$ cat config.mk
export PLATFORM = sky130hd
export DESIGN_NAME = mc_cu
export DESIGN_NICKNAME = d
export VERILOG_FILES = /design/src/rtl/mc_cu_pkg.sv /design/src/rtl/mc_cu_decode.sv /design/src/rtl/mc_cu.sv
export SDC_FILE = /design/constraint.sdc
export NUM_CORES = 1
export LEC_CHECK = 0
export ABC_AREA = 0
export CAP_MARGIN = 20
export CORE_MARGIN = 2
export CORE_UTILIZATION = 41
export CTS_CLUSTER_DIAMETER = 40
export CTS_CLUSTER_SIZE = 14
export DETAILED_ROUTE_END_ITERATION = 7
export PLACE_DENSITY = 0.77
export SLEW_MARGIN = 5
export SYNTH_ARGS = -nofsm -noshare
export SYNTH_HDL_FRONTEND = slang
export SYNTH_SLANG_ARGS = --single-unit
$ cat constraint.sdc
create_clock -name clock -period 2.1 [get_ports clock]
set_input_delay 0.315 -clock clock [delete_from_list [all_inputs] [get_ports clock]]
set_output_delay 0.315 -clock clock [all_outputs]
set_load 0.02 [all_outputs]
$ cat src/rtl/mc_cu_pkg.sv
// Shared definitions for the multicycle MIPS control unit: state codes,
// ALU operation codes, opcode/function constants and the instruction class.
package mc_cu_pkg;

    typedef enum logic [2:0] {
        S_IF  = 3'd0,
        S_ID  = 3'd1,
        S_EXE = 3'd2,
        S_MEM = 3'd3,
        S_WB  = 3'd4
    } state_t;

    localparam logic [3:0] ALU_ADD = 4'b0000;
    localparam logic [3:0] ALU_SUB = 4'b0100;
    localparam logic [3:0] ALU_AND = 4'b0001;
    localparam logic [3:0] ALU_OR  = 4'b0101;
    localparam logic [3:0] ALU_XOR = 4'b0010;
    localparam logic [3:0] ALU_LUI = 4'b0110;
    localparam logic [3:0] ALU_SLL = 4'b0011;
    localparam logic [3:0] ALU_SRL = 4'b0111;
    localparam logic [3:0] ALU_SRA = 4'b1111;
    localparam logic [3:0] ALU_SLT = 4'b1010;

    localparam logic [5:0] OP_RTYPE = 6'b000000;
    localparam logic [5:0] OP_ADDI  = 6'b001000;
    localparam logic [5:0] OP_ANDI  = 6'b001100;
    localparam logic [5:0] OP_ORI   = 6'b001101;
    localparam logic [5:0] OP_XORI  = 6'b001110;
    localparam logic [5:0] OP_LUI   = 6'b001111;
    localparam logic [5:0] OP_LW    = 6'b100011;
    localparam logic [5:0] OP_SW    = 6'b101011;
    localparam logic [5:0] OP_BEQ   = 6'b000100;
    localparam logic [5:0] OP_BNE   = 6'b000101;
    localparam logic [5:0] OP_J     = 6'b000010;
    localparam logic [5:0] OP_JAL   = 6'b000011;

    localparam logic [5:0] FN_ADD = 6'b100000;
    localparam logic [5:0] FN_SUB = 6'b100010;
    localparam logic [5:0] FN_AND = 6'b100100;
    localparam logic [5:0] FN_OR  = 6'b100101;
    localparam logic [5:0] FN_XOR = 6'b100110;
    localparam logic [5:0] FN_SLL = 6'b000000;
    localparam logic [5:0] FN_SRL = 6'b000010;
    localparam logic [5:0] FN_SRA = 6'b000011;
    localparam logic [5:0] FN_JR  = 6'b001000;
    localparam logic [5:0] FN_SLT = 6'b101010;

    // One-hot instruction class; all zero means the instruction is illegal.
    typedef struct packed {
        logic ralu;
        logic ialu;
        logic lw;
        logic sw;
        logic beq;
        logic bne;
        logic j;
        logic jal;
        logic jr;
    } iclass_t;

endpackage

$ cat src/rtl/mc_cu_decode.sv
// Combinational instruction decode reproducing the single-cycle control table:
// instruction class, ALU operation, shift/sign-extend/rt-destination selects.
module mc_cu_decode
    import mc_cu_pkg::*;
#(
    parameter bit EXT_ISA = 1'b0
) (
    input  logic [5:0] i_op,
    input  logic [5:0] i_func,
    output iclass_t    o_cls,
    output logic [3:0] o_aluc,
    output logic       o_shift,
    output logic       o_sext,
    output logic       o_regrt,
    output logic       o_illegal
);

    // Decode op/func into class and single-cycle control fields.
    always_comb begin
        o_cls     = '0;
        o_aluc    = ALU_ADD;
        o_shift   = 1'b0;
        o_sext    = 1'b0;
        o_regrt   = 1'b0;
        o_illegal = 1'b0;
        case (i_op)
            OP_RTYPE: begin
                case (i_func)
                    FN_ADD: begin o_cls.ralu = 1'b1; o_aluc = ALU_ADD; end
                    FN_SUB: begin o_cls.ralu = 1'b1; o_aluc = ALU_SUB; end
                    FN_AND: begin o_cls.ralu = 1'b1; o_aluc = ALU_AND; end
                    FN_OR:  begin o_cls.ralu = 1'b1; o_aluc = ALU_OR;  end
                    FN_XOR: begin o_cls.ralu = 1'b1; o_aluc = ALU_XOR; end
                    FN_SLL: begin o_cls.ralu = 1'b1; o_aluc = ALU_SLL; o_shift = 1'b1; end
                    FN_SRL: begin o_cls.ralu = 1'b1; o_aluc = ALU_SRL; o_shift = 1'b1; end
                    FN_SRA: begin o_cls.ralu = 1'b1; o_aluc = ALU_SRA; o_shift = 1'b1; end
                    FN_JR:  begin o_cls.jr   = 1'b1; end
                    FN_SLT: begin
                        if (EXT_ISA) begin
                            o_cls.ralu = 1'b1;
                            o_aluc     = ALU_SLT;
                        end else begin
                            o_illegal  = 1'b1;
                        end
                    end
                    default: o_illegal = 1'b1;
                endcase
            end
            OP_ADDI: begin o_cls.ialu = 1'b1; o_aluc = ALU_ADD; o_sext = 1'b1; o_regrt = 1'b1; end
            OP_ANDI: begin o_cls.ialu = 1'b1; o_aluc = ALU_AND; o_regrt = 1'b1; end
            OP_ORI:  begin o_cls.ialu = 1'b1; o_aluc = ALU_OR;  o_regrt = 1'b1; end
            OP_XORI: begin o_cls.ialu = 1'b1; o_aluc = ALU_XOR; o_regrt = 1'b1; end
            OP_LUI:  begin o_cls.ialu = 1'b1; o_aluc = ALU_LUI; o_regrt = 1'b1; end
            OP_LW:   begin o_cls.lw   = 1'b1; o_aluc = ALU_ADD; o_sext = 1'b1; o_regrt = 1'b1; end
            OP_SW:   begin o_cls.sw   = 1'b1; o_aluc = ALU_ADD; o_sext = 1'b1; end
            OP_BEQ:  begin o_cls.beq  = 1'b1; o_aluc = ALU_SUB; o_sext = 1'b1; end
            OP_BNE:  begin o_cls.bne  = 1'b1; o_aluc = ALU_SUB; o_sext = 1'b1; end
            OP_J:    begin o_cls.j    = 1'b1; end
            OP_JAL:  begin o_cls.jal  = 1'b1; end
            default: o_illegal = 1'b1;
        endcase
    end

endmodule

$ cat src/rtl/mc_cu.sv
// Multicycle MIPS control unit: IF/ID/EXE/MEM/WB sequencer, per-state datapath
// controls, optional memory wait states and a retired-instruction counter.
module mc_cu
    import mc_cu_pkg::*;
#(
    parameter int MEM_WAIT = 1,
    parameter bit EXT_ISA  = 1'b0,
    parameter int CNT_W    = 16
) (
    input  logic             clock,
    input  logic             resetn,
    input  logic [5:0]       op,
    input  logic [5:0]       func,
    input  logic             z,
    input  logic             mem_rdy,
    output logic             wpc,
    output logic             wir,
    output logic             wmem,
    output logic             wreg,
    output logic             iord,
    output logic             regrt,
    output logic             m2reg,
    output logic [3:0]       aluc,
    output logic             shift,
    output logic             alusrca,
    output logic [1:0]       alusrcb,
    output logic             sext,
    output logic [1:0]       pcsource,
    output logic             jal,
    output logic [2:0]       state,
    output logic             illegal,
    output logic [CNT_W-1:0] instret
);

    state_t           r_state;
    logic [CNT_W-1:0] r_instret;

    state_t      w_next;
    logic        w_retire;
    logic        w_rdy;
    iclass_t     w_cls;
    logic [3:0]  w_dec_aluc;
    logic        w_dec_shift;
    logic        w_dec_sext;
    logic        w_dec_regrt;
    logic        w_dec_illegal;

    logic        w_wpc, w_wir, w_wmem, w_wreg, w_iord, w_regrt, w_m2reg;
    logic [3:0]  w_aluc;
    logic        w_shift, w_alusrca, w_sext, w_jal, w_illegal;
    logic [1:0]  w_alusrcb, w_pcsource;

    mc_cu_decode #(
        .EXT_ISA (EXT_ISA)
    ) u_decode (
        .i_op      (op),
        .i_func    (func),
        .o_cls     (w_cls),
        .o_aluc    (w_dec_aluc),
        .o_shift   (w_dec_shift),
        .o_sext    (w_dec_sext),
        .o_regrt   (w_dec_regrt),
        .o_illegal (w_dec_illegal)
    );

    // Without wait states the memory is assumed to finish in one cycle.
    assign w_rdy = (MEM_WAIT != 0) ? mem_rdy : 1'b1;

    // Next-state, retire and per-state datapath control decode.
    always_comb begin
        w_next     = S_IF;
        w_retire   = 1'b0;
        w_wpc      = 1'b0;
        w_wir      = 1'b0;
        w_wmem     = 1'b0;
        w_wreg     = 1'b0;
        w_iord     = 1'b0;
        w_regrt    = 1'b0;
        w_m2reg    = 1'b0;
        w_aluc     = ALU_ADD;
        w_shift    = 1'b0;
        w_alusrca  = 1'b0;
        w_alusrcb  = 2'b00;
        w_sext     = 1'b0;
        w_pcsource = 2'b00;
        w_jal      = 1'b0;
        w_illegal  = 1'b0;
        case (r_state)
            S_IF: begin
                w_alusrcb = 2'b01;
                w_wir     = w_rdy;
                w_wpc     = w_rdy;
                if (w_rdy) begin
                    w_next = S_ID;
                end else begin
                    w_next = S_IF;
                end
            end
            S_ID: begin
                // Branch target PC + (sext imm << 2) is computed here speculatively.
                w_alusrcb = 2'b11;
                w_sext    = 1'b1;
                if (w_cls.j) begin
                    w_wpc      = 1'b1;
                    w_pcsource = 2'b11;
                    w_retire   = 1'b1;
                    w_next     = S_IF;
                end else if (w_cls.jal) begin
                    w_wpc      = 1'b1;
                    w_pcsource = 2'b11;
                    w_wreg     = 1'b1;
                    w_jal      = 1'b1;
                    w_retire   = 1'b1;
                    w_next     = S_IF;
                end else if (w_cls.jr) begin
                    w_wpc      = 1'b1;
                    w_pcsource = 2'b10;
                    w_retire   = 1'b1;
                    w_next     = S_IF;
                end else if (w_dec_illegal) begin
                    w_illegal  = 1'b1;
                    w_next     = S_IF;
                end else begin
                    w_next     = S_EXE;
                end
            end
            S_EXE: begin
                w_alusrca = 1'b1;
                w_aluc    = w_dec_aluc;
                w_shift   = w_dec_shift;
                w_sext    = w_dec_sext;
                if (w_cls.beq || w_cls.bne) begin
                    w_alusrcb  = 2'b00;
                    w_pcsource = 2'b01;
                    w_wpc      = (w_cls.beq & z) | (w_cls.bne & ~z);
                    w_retire   = 1'b1;
                    w_next     = S_IF;
                end else if (w_cls.ralu) begin
                    w_alusrcb  = 2'b00;
                    w_next     = S_WB;
                end else if (w_cls.ialu) begin
                    w_alusrcb  = 2'b10;
                    w_regrt    = 1'b1;
                    w_next     = S_WB;
                end else if (w_cls.lw || w_cls.sw) begin
                    w_alusrcb  = 2'b10;
                    w_sext     = 1'b1;
                    w_aluc     = ALU_ADD;
                    w_next     = S_MEM;
                end else begin
                    w_next     = S_IF;
                end
            end
            S_MEM: begin
                w_iord = 1'b1;
                if (w_cls.sw) begin
                    w_wmem = 1'b1;
                    if (w_rdy) begin
                        w_retire = 1'b1;
                        w_next   = S_IF;
                    end else begin
                        w_next   = S_MEM;
                    end
                end else if (w_cls.lw) begin
                    if (w_rdy) begin
                        w_next = S_WB;
                    end else begin
                        w_next = S_MEM;
                    end
                end else begin
                    w_next = S_IF;
                end
            end
            S_WB: begin
                w_wreg   = 1'b1;
                w_regrt  = w_dec_regrt;
                w_m2reg  = w_cls.lw;
                w_retire = 1'b1;
                w_next   = S_IF;
            end
            default: begin
                w_next = S_IF;
            end
        endcase
    end

    // State register and retired-instruction counter with synchronous reset.
    always_ff @(posedge clock) begin
        if (!resetn) begin
            r_state   <= S_IF;
            r_instret <= '0;
        end else begin
            r_state <= w_next;
            if (w_retire) begin
                r_instret <= r_instret + {{(CNT_W-1){1'b0}}, 1'b1};
            end else begin
                r_instret <= r_instret;
            end
        end
    end

    // Holding reset squashes every output, including writes of an in-flight instruction.
    assign wpc      = resetn ? w_wpc      : 1'b0;
    assign wir      = resetn ? w_wir      : 1'b0;
    assign wmem     = resetn ? w_wmem     : 1'b0;
    assign wreg     = resetn ? w_wreg     : 1'b0;
    assign iord     = resetn ? w_iord     : 1'b0;
    assign regrt    = resetn ? w_regrt    : 1'b0;
    assign m2reg    = resetn ? w_m2reg    : 1'b0;
    assign aluc     = resetn ? w_aluc     : 4'b0000;
    assign shift    = resetn ? w_shift    : 1'b0;
    assign alusrca  = resetn ? w_alusrca  : 1'b0;
    assign alusrcb  = resetn ? w_alusrcb  : 2'b00;
    assign sext     = resetn ? w_sext     : 1'b0;
    assign pcsource = resetn ? w_pcsource : 2'b00;
    assign jal      = resetn ? w_jal      : 1'b0;
    assign illegal  = resetn ? w_illegal  : 1'b0;
    assign state    = resetn ? r_state    : 3'd0;
    assign instret  = resetn ? r_instret  : {CNT_W{1'b0}};

endmodule

==> run_results.csv, run 1 <==
group,metric,value,unit
outcome,run_status,"finished, violations left",
outcome,failed_checks,"negative setup slack",
global_routing,grt_start_max_net_pins,12,
global_routing,grt_pass1_wl,9749,um
layout,areaGrowthSynthToFinish,84.93,%
place,place.port_buffers,54,
routing,total_drc_errors_in_the_routed_layout,0,
synth,synthesis.instances,223,
global_routing,overflow,0,
power,p_int,619.8,uW
timing,setup_violations,10,
synth,synth_area,1569,um2
timing,final-hold-violation-count,0,
synth,synth-edff-count,0,
critical_path,startpoint_type,"input port",
critical_path,crit_chain,"buf_6, or4_4, nor4b_4, buf_4, a32oi_1, nor2_1, buf_4",
floorplanning,num_rows,22,
clock_tree,clk_transition_reported_paths,70,ps
worst_hold_path,hold_path_depth,2,
power,p_seq_share,41.5,%
routing,totalWireLength,6941,um
routing,via_count_normalized_by_instance_count,5.798,
synth,dominantRegCellSynth,"dfxtp_1",
floorplanning,core_area,3661,um2
layout,seqCellArea,381.6,um2
critical_path,crit_path_top_delay_cell,"or4_4",
critical_path,critical_path.top_delay_family,"simple AND/OR/NAND/NOR gates",
timing,final_period_minus_worst_setup_slack,2270,ps
critical_path,cp_num_buf_inv,3,
synth,synth-seq-area-share,24.24,%
synth,postSynth.asyncResetShare,0,%
routing,first_pass_iters,5,
timing,max_clock_freq,440.6,MHz
synth,ys_types,50,
global_routing,number_of_antenna_violations_at_the_first_check_in_global_routing,0,
layout,antenna-diode-count,0,
critical_path,regToRegEndpoint,"r_instret[14]",
floorplanning,initial_core_util,42.86,%
critical_path,endpoint_class_of_the_critical_path,"primary output",
worst_hold_path,hold_start,"r_instret[15]",
worst_hold_path,hold_path_class,"flip-flop to flip-flop",
layout,final_nets,361,
critical_path,timing.setup.critical_path_class,"input port to primary output",
clock_tree,clock_latency_on_the_worst_skew_pair,260,ps
place,dp_hpwl,4354,um
layout,multi_input_comb_area,1343,um2
synth,synth_nets,240,
timing,fin_worst_skew,4.692,ps
power,total_leakage_power,1.375,nW
clock_tree,cts-buffers-inserted,3,
timing,slew-limit-headroom,67.68,%
power,power_frac_comb,29.7,%
layout,design_area,2902,um2
routing,drt_iter0_drcs,188,
critical_path,critPathArrivalTime,1950,ps
layout,layout.cells.most_common_list,"buf_4, nor2_1, dlygate4sd2_1, dfxtp_1, and2_1",
power,clock_network_fraction_of_design_power,28.9,%
critical_path,reg2reg_from,"r_state[2]",
synth,ys_warn_count,0,
critical_path,worst_endpoint_required_time,1780,ps
global_routing,grt_usage,28.61,%
routing,ant_nets,0,
floorplanning,die_height,65.86,um
clock_tree,tritoncts,"done",
synth,syn_avg_cell_area,7.036,um2
critical_path,crit_path_start,"op[4]",
clock_tree,cts_buffer_depth,2,
critical_path,reg2reg_depth,9,
worst_hold_path,hold_path_end,"r_instret[15]",
global_routing,number_of_global_route_vias_before_repair,2092,
timing,slew_violations,0,
timing,grt_setup_unrepaired,"true",
place,finalWeightedCongestion,0.9902,
layout,nFillCells,234,
critical_path,critical-path-top-cell-by-count,"buf_4",
clock_tree,numClockSinks,19,
clock_tree,htree_depth,1,
layout,layout.core_utilization,79.26,%
power,pwr_density_cell,304.4,nW/um2
power,irDropWorstVdd,0.2721,mV
layout,mostFrequentLayoutCell,"buf_4",
routing,detailroute.via_count,2267,
place,dpl_cell_area,2666,um2
floorplanning,die_area,4338,um2
synth,postSynthRegisterBits,19,
timing,setup_slack,-169.7,ps
floorplanning,die_width,65.86,um
critical_path,cpPeakStageDelay,570,ps
critical_path,regToRegSetupSlack,-30,ps
timing,worst_slew_pin_slew,472.6,ps
clock_tree,cts_root_buf,"clkbuf_8",
flow_run,maxCapViolCount,0,
routing,post_drt_wl_per_cell,17.75,um
floorplanning,boundaryPins,55,
power,p_sw_share,29.83,%
power,total_switching_power,263.4,uW
critical_path,cp_max_fo,3,
layout,final_layout_size_suffix_gt1_share,40.82,%
timing,layout_worst_path_cycle_share,108.1,%
[Yosys cell counts, types with 3 or more instances]
cell type,count,share of area [%]
dfxtp_1,19,24
clkbuf_1,6,1.4
nand2_1,16,3.8
xor2_1,3,1.7
nand2b_1,7,2.8
mux2_2,5,3.6
and2_1,17,6.8
nor2b_1,3,1.2
nand3_1,10,3.2
inv_1,9,2.2
a21oi_1,16,5.1
nor3_1,10,3.2
nor2_1,33,7.9
o21ai_0,15,4.8
o211ai_1,3,1.4
or3_1,7,2.8
[flip-flops by register name, indices dropped and copies added (netlist names)]
name	cells
r_instret	16
r_state	3
[metrics by stage]
step | setup WS, ps | total power [mW] | instances | TNS [ps] | hold WS [ps]
6_report | -169.7 | 0.8832 | 391 | -828.7 | 500.8
5_1_grt | -193.6 | 0.9169 | 391 | -1495 | 533.2
4_1_cts | -95.36 | 0.8513 | 391 | -244.4 | 492.3
3_5_place_dp | -810.6 | 0.6053 | 382 | -21230 | 482.9
3_3_place_gp | -785.6 | 0.6038 | 382 | -19510 | 467.6
2_1_floorplan | 10.61 | 0.4607 | 223 | 0 | 453.6
[metal layers]
metal  vias up  wire, um  share of wire (%)  GRT usage (%)
li1       1040         -                  -              -
met1      1060      2705                 39          36.12
met2       127      3389                 49          51.89
met3        40       533                7.7          2.896
met4         0       312                4.5          6.510
met5         -         0                  0              0
[power by group through the flow]
| stage | clock, mW | sequential, mW | combinational, mW |
|---|---|---|---|
| 6_report | 0.255 | 0.366 | 0.262 |
| 4_1_cts | 0.249 | 0.365 | 0.238 |
| 3_3_place_gp | 0 | 0.373 | 0.231 |
| 5_1_grt | 0.272 | 0.366 | 0.278 |
| 3_5_place_dp | 0 | 0.373 | 0.232 |
| 2_1_floorplan | 0 | 0.371 | 0.0893 |
[area by class of cell]
class                           instances  area share (%)
Multi-Input combinational cell        184           46.27
Timing Repair Buffer                  126           35.66
Sequential cell                        19           13.15
Tap cell                               48           2.070
Clock buffer                            4           1.552
Inverter                               10           1.294
[kinds of logic (layout without fill, tap and decap cells)]
family,count (synthesis),count (layout),synth area share [%]
simple gates,119,119,40.59
compound gates,54,54,22.97
buf+inv,20,140,4.944
flops,19,19,24.24
mux,6,6,4.226
xor+xnor,4,4,2.233
fa+ha+maj,1,1,0.7973
[repair_timing]
action / in CTS / in global routing
setup buffers: 5 / 0
resized for setup: 119 / 41
pin swaps: 17 / 16
endpoints found under the hold margin: 0 / 0
hold buffers: 0 / 0
setup endpoints to repair: 48 / 29
[how the worst max path moves through the flow]
| stage | endpoint | slack (ps) | cells past startpoint |
|---|---|---|---|
| after floorplan | r_instret[7] | 10 | 7 |
| after global placement | wpc | -790 | 9 |
| after detailed placement | illegal | -810 | 7 |
| after CTS | illegal | -100 | 7 |
| after global routing | aluc[2] | -190 | 7 |
| final | aluc[2] | -170 | 7 |
[tightest hold or removal path: stages, from the launching register on]
cell and delay (ps):
dfxtp_1 330, o21ai_0 70, a21oi_1 60
No activity file was read; power rests on OpenSTA's default activity.
==> run 2: changes to the inputs <==
--- a/config.mk
+++ b/config.mk
@@ -7,12 +7,13 @@
 export LEC_CHECK = 0
 export ABC_AREA = 0
 export CAP_MARGIN = 20
+export CORE_ASPECT_RATIO = 1.4
 export CORE_MARGIN = 2
-export CORE_UTILIZATION = 41
+export CORE_UTILIZATION = 40
 export CTS_CLUSTER_DIAMETER = 40
 export CTS_CLUSTER_SIZE = 14
 export DETAILED_ROUTE_END_ITERATION = 7
-export PLACE_DENSITY = 0.77
+export PLACE_DENSITY = 0.78
 export SLEW_MARGIN = 5
 export SYNTH_ARGS = -nofsm -noshare
 export SYNTH_HDL_FRONTEND = slang
==> run_results.csv, run 2 (synthesis results as in run 1) <==
group,metric,value,unit
floorplanning,die_width,56.93,um
critical_path,crit_path_top_delay_cell,"or4_4",
layout,mostFrequentLayoutCell,"buf_4",
clock_tree,tritoncts,"done",
power,power,902.3,uW
power,p_sw_share,29.43,%
layout,top_regs,"r_instret x16, r_state x3",
routing,totalWireLength,6248,um
clock_tree,cts_root_buf,"clkbuf_8",
critical_path,cp_max_fo,3,
worst_hold_path,hold_path_class,"flip-flop to flip-flop",
place,place.port_buffers,54,
power,pwr_density_cell,302.5,nW/um2
timing,layout_worst_path_cycle_share,105.6,%
power,total_switching_power,265.5,uW
floorplanning,boundaryPins,55,
timing,grt_setup_unrepaired,"true",
critical_path,endpoint_class_of_the_critical_path,"primary output",
global_routing,number_of_antenna_violations_at_the_first_check_in_global_routing,0,
layout,layout.cells.most_common_list,"buf_4, nor2_1, dlygate4sd2_1, dfxtp_1, and2_1",
layout,areaGrowthSynthToFinish,90.11,%
layout,final_nets,372,
power,irDropWorstVdd,0.4784,mV
clock_tree,numClockSinks,19,
global_routing,overflow,0,
clock_tree,post_cts_hold_buffer_count,0,
timing,setup_slack,-117.5,ps
power,power_frac_comb,31.2,%
outcome,run_status,"finished, violations left",
floorplanning,num_rows,26,
critical_path,timing.setup.critical_path_class,"input port to primary output",
flow_run,maxCapViolCount,0,
timing,final-hold-violation-count,0,
timing,slew_violations,0,
outcome,failed_checks,"negative setup slack",
global_routing,grt_start_max_net_pins,14,
global_routing,number_of_global_route_vias_before_repair,2157,
routing,drt_iter0_drcs,97,
critical_path,crit_chain,"buf_6, or4_4, nor4b_4, buf_4, a32oi_2, nor2_1, buf_4",
timing,worst_slew_pin_slew,696.6,ps
floorplanning,initial_core_util,42.31,%
floorplanning,die_area,4447,um2
timing,final_period_minus_worst_setup_slack,2217,ps
critical_path,cpPeakStageDelay,560,ps
clock_tree,clk_transition_reported_paths,70,ps
layout,largest_register_ffs,16,
timing,setup_violations,7,
routing,detailroute.via_count,2245,
place,dpl_cell_area,2651,um2
layout,registers.top_by_ff_count,"r_instret",
clock_tree,cts-buffers-inserted,3,
power,p_int,636.8,uW
global_routing,grt_pass1_wl,9508,um
critical_path,critical_path.top_delay_family,"simple AND/OR/NAND/NOR gates",
floorplanning,core_area,3709,um2
place,preCtsSetupSlack,-812.3,ps
place,finalWeightedCongestion,0.9360,
power,p_seq_share,40.5,%
layout,design_area,2983,um2
power,clock_network_fraction_of_design_power,28.3,%
routing,ant_nets,0,
routing,first_pass_iters,4,
critical_path,worst_endpoint_required_time,1780,ps
routing,post_drt_wl_per_cell,15.78,um
place,dp_hpwl,4237,um
timing,fin_worst_skew,3.067,ps
routing,via_count_normalized_by_instance_count,5.669,
routing,total_drc_errors_in_the_routed_layout,0,
clock_tree,cts_buffer_depth,2,
critical_path,critPathArrivalTime,1900,ps
timing,slew-limit-headroom,52.36,%
clock_tree,clock_latency_on_the_worst_skew_pair,260,ps
critical_path,startpoint_type,"input port",
critical_path,cp_num_buf_inv,3,
clock_tree,htree_depth,1,
layout,final_layout_size_suffix_gt1_share,44.07,%
power,total_leakage_power,1.367,nW
global_routing,grt_usage,26.19,%
timing,max_clock_freq,451.0,MHz
critical_path,critical-path-top-cell-by-count,"buf_4",
floorplanning,die_height,78.11,um
layout,antenna-diode-count,0,
[run 2: worst paths after layout]
| kind | startpoint | to | slack [ps] | cells past startpoint |
|---|---|---|---|---|
| worst max register to register | r_state[2] | r_instret[7] | 30 | 8 |
| worst min register to register | r_instret[15] | r_instret[15] | 490 | 2 |
| worst max-delay path | op[5] | aluc[1] | -120 | 7 |
| worst min-delay path | r_instret[15] | r_instret[15] | 490 | 2 |
[run 2: power groups by stage]
| stage | logic [mW] | clock network (mW) | registers (mW) |
|---|---|---|---|
| 6_report | 0.281 | 0.256 | 0.365 |
| 4_1_cts | 0.257 | 0.255 | 0.365 |
| 5_1_grt | 0.300 | 0.277 | 0.366 |
| 3_3_place_gp | 0.229 | 0 | 0.373 |
| 3_5_place_dp | 0.233 | 0 | 0.373 |
| 2_1_floorplan | 0.0893 | 0 | 0.371 |
[run 2: final cells by class]
| class | count | area, um2 |
|---|---|---|
| clock buffers | 3 | 41.29 |
| fillers | 263 | 725.7 |
| inverters | 10 | 37.54 |
| flip-flops and latches | 19 | 381.6 |
| repair buffers | 137 | 1134 |
| well taps | 42 | 52.55 |
| multi-input cells | 184 | 1331 |
| clock inverters | 1 | 5.005 |
[run 2: metrics by stage]
stage                     hold WS [ps]  TNS, ps  utilization (%)  std cells
after floorplan                  453.6        0                -        223
after global placement           460.8   -20340            71.49        375
after detailed placement         476.5   -21010            71.49        375
after CTS                        491.2   -423.5            77.16        392
after global routing             518.8    -1007            80.43        396
final                            493.6   -485.9            80.43        396
[run 2: metal layers]
layer | up-vias | global-route usage [%] | wire, um
met5 | - | 0 | 0
met4 | 0 | 12.79 | 196
met3 | 24 | 2.306 | 354
met2 | 103 | 48.97 | 3316
met1 | 1061 | 28.67 | 2380
li1 | 1057 | - | -
[run 2: repair_timing]
item | in CTS | in global routing
resized for setup | 132 | 39
endpoints found under the setup margin | 49 | 38
cloned | 0 | 0
buffers inserted | 13 | 5
pin swaps | 20 | 25
endpoints found under the hold margin | 0 | 0
[run 2: worst register-to-register path, stage by stage, from the launching register on]
cell and delay [ps]:
dfxtp_1 350, buf_4 160, nor2_1 180, nand2_1 120, o32ai_4 340, buf_6 150, nor2_4 40, nor4_2 260
mux2_2 360
==> run 3: changes to the inputs <==
--- a/config.mk
+++ b/config.mk
@@ -9,11 +9,13 @@
 export CAP_MARGIN = 20
 export CORE_ASPECT_RATIO = 1.4
 export CORE_MARGIN = 2
-export CORE_UTILIZATION = 40
+export CORE_UTILIZATION = 35
 export CTS_CLUSTER_DIAMETER = 40
 export CTS_CLUSTER_SIZE = 14
 export DETAILED_ROUTE_END_ITERATION = 7
-export PLACE_DENSITY = 0.78
+export GPL_ROUTABILITY_DRIVEN = 0
+export PLACE_DENSITY = 0.7
+export SKIP_CTS_REPAIR_TIMING = 1
 export SLEW_MARGIN = 5
 export SYNTH_ARGS = -nofsm -noshare
 export SYNTH_HDL_FRONTEND = slang
==> run_results.csv, run 3 (synthesis results as in run 1) <==
group,metric,value,unit
outcome,run_status,"finished, violations left",
outcome,failed_checks,"negative setup slack",
floorplanning,die_width,60.59,um
clock_tree,cts_root_buf,"clkbuf_8",
clock_tree,clock_latency_on_the_worst_skew_pair,270,ps
timing,final-hold-violation-count,0,
layout,antenna-diode-count,0,
routing,totalWireLength,5401,um
global_routing,overflow,0,
floorplanning,boundaryPins,55,
clock_tree,numClockSinks,19,
floorplanning,die_height,83.22,um
clock_tree,htree_depth,1,
layout,registers.top_by_ff_count,"r_instret",
global_routing,globalRouteMet2Util,38.32,%
routing,via_count_normalized_by_instance_count,5.125,
layout,areaGrowthSynthToFinish,88.84,%
timing,fin_worst_skew,9.633,ps
clock_tree,clk_transition_reported_paths,80,ps
global_routing,groute.layer.met1.usage,23.27,%
critical_path,startpoint_type,"input port",
critical_path,critPathArrivalTime,1970,ps
worst_hold_path,hold_path_end,"r_instret[15]",
layout,layout.cells.most_common_list,"buf_4, dlymetal6s2s_1, nor2_1, dfxtp_1, and2_1",
global_routing,globalRoute.busiestLayer,"met2",
clock_tree,tritoncts,"done",
timing,slew-limit-headroom,76.78,%
layout,largest_register_ffs,16,
power,total_leakage_power,1.717,nW
layout,final_nets,357,
worst_hold_path,hold_path_class,"flip-flop to flip-flop",
routing,total_drc_errors_in_the_routed_layout,0,
layout,layout.core_utilization,69.32,%
floorplanning,num_rows,28,
place,place.port_buffers,54,
global_routing,gr-usage-met3,1.246,%
timing,max_clock_freq,437.8,MHz
routing,detailroute.via_count,2045,
routing,ant_nets,0,
critical_path,cp_max_fo,3,
routing,drt_iter0_drcs,95,
critical_path,reg2reg_depth,9,
timing,slew_violations,0,
power,irDropWorstVdd,0.3436,mV
global_routing,number_of_global_route_vias_before_repair,1893,
critical_path,reg2reg_from,"r_state[2]",
global_routing,grt_usage,20.04,%
critical_path,worst_endpoint_required_time,1780,ps
clock_tree,cts-buffers-inserted,3,
routing,post_drt_wl_per_cell,13.54,um
power,pwr_density_cell,299.9,nW/um2
timing,layout_worst_path_cycle_share,108.8,%
floorplanning,core_area,4274,um2
flow_run,maxCapViolCount,0,
layout,top_regs,"r_instret x16, r_state x3",
timing,worst_slew_pin_slew,345.1,ps
routing,first_pass_iters,4,
timing,setup_slack,-184.1,ps
floorplanning,initial_core_util,36.71,%
place,dp_hpwl,4065,um
timing,timing.setup.tns,-633.2,ps
critical_path,timing.setup.critical_path_class,"input port to primary output",
layout,final_layout_size_suffix_gt1_share,35.99,%
timing,setup_violations,7,
layout,mostFrequentLayoutCell,"buf_4",
worst_hold_path,hold_path_depth,2,
clock_tree,cts_buffer_depth,2,
floorplanning,die_area,5042,um2
critical_path,regToRegEndpoint,"r_instret[12]",
global_routing,grt_pass1_wl,8176,um
timing,grt_setup_unrepaired,"true",
critical_path,regToRegSetupSlack,80,ps
global_routing,number_of_antenna_violations_at_the_first_check_in_global_routing,0,
worst_hold_path,hold_start,"r_instret[15]",
global_routing,grt_start_max_net_pins,13,
timing,final_period_minus_worst_setup_slack,2284,ps
critical_path,endpoint_class_of_the_critical_path,"primary output",
## run 3: cell types whose count changed in the layout (fill, tap and decap cells not counted), moves of 6 or more
| cell | previous run | this run |
|---|---|---|
| buf_2 | 6 | 0 |
| buf_4 | 79 | 71 |
| buf_6 | 14 | 5 |
| dlygate4sd2_1 | 19 | 0 |
| dlymetal6s2s_1 | 3 | 36 |
## run 3: layout make-up
class / instances / area [um2]
fillers: 348 / 1311
repair buffers: 122 / 1130
multi-input cells: 184 / 1291
inverters: 10 / 37.54
clock buffers: 3 / 41.29
clock inverters: 1 / 7.507
flip-flops and latches: 19 / 380.4
well taps: 60 / 75.07
## run 3: layer usage
metal	wire [um]	up-vias
met5	0	-
met4	64	0
met3	252	9
met2	2931	57
met1	2152	949
li1	-	1030
## run 3: per-stage QoR
step	hold WS (ps)	cell area [um2]	std cells	power (mW)	setup WS (ps)
after floorplan	453.6	1604	223	0.4607	10.61
after global placement	460.1	2656	389	0.6037	-782.4
after detailed placement	474.9	2656	389	0.6052	-824.1
after CTS	485.9	2705	393	0.8650	-838.7
after global routing	540.6	2963	399	0.9261	-200.1
final	481.8	2963	399	0.8885	-184.1
## run 3: worst max path at each step
stage	cells past startpoint	slack, ps	endpoint	from
finish	7	-180	regrt	op[3]
detailed placement	7	-820	illegal	op[2]
floorplan	7	10	r_instret[7]	op[0]
global route	7	-200	regrt	op[3]
CTS	7	-840	illegal	op[2]
global placement	7	-780	illegal	op[3]
## run 3: power breakdown
group	switching (mW)	internal (mW)
logic	0.125	0.127
registers	0.00224	0.362
clock network	0.138	0.134
total	0.265	0.623
## run 3: worst max-delay path, stage by stage
cell      delay [ps]
buf_6             90
or4_4            570
nor4b_4          410
o221ai_2         200
nand2_1          140
a221oi_2          80
buf_4            170
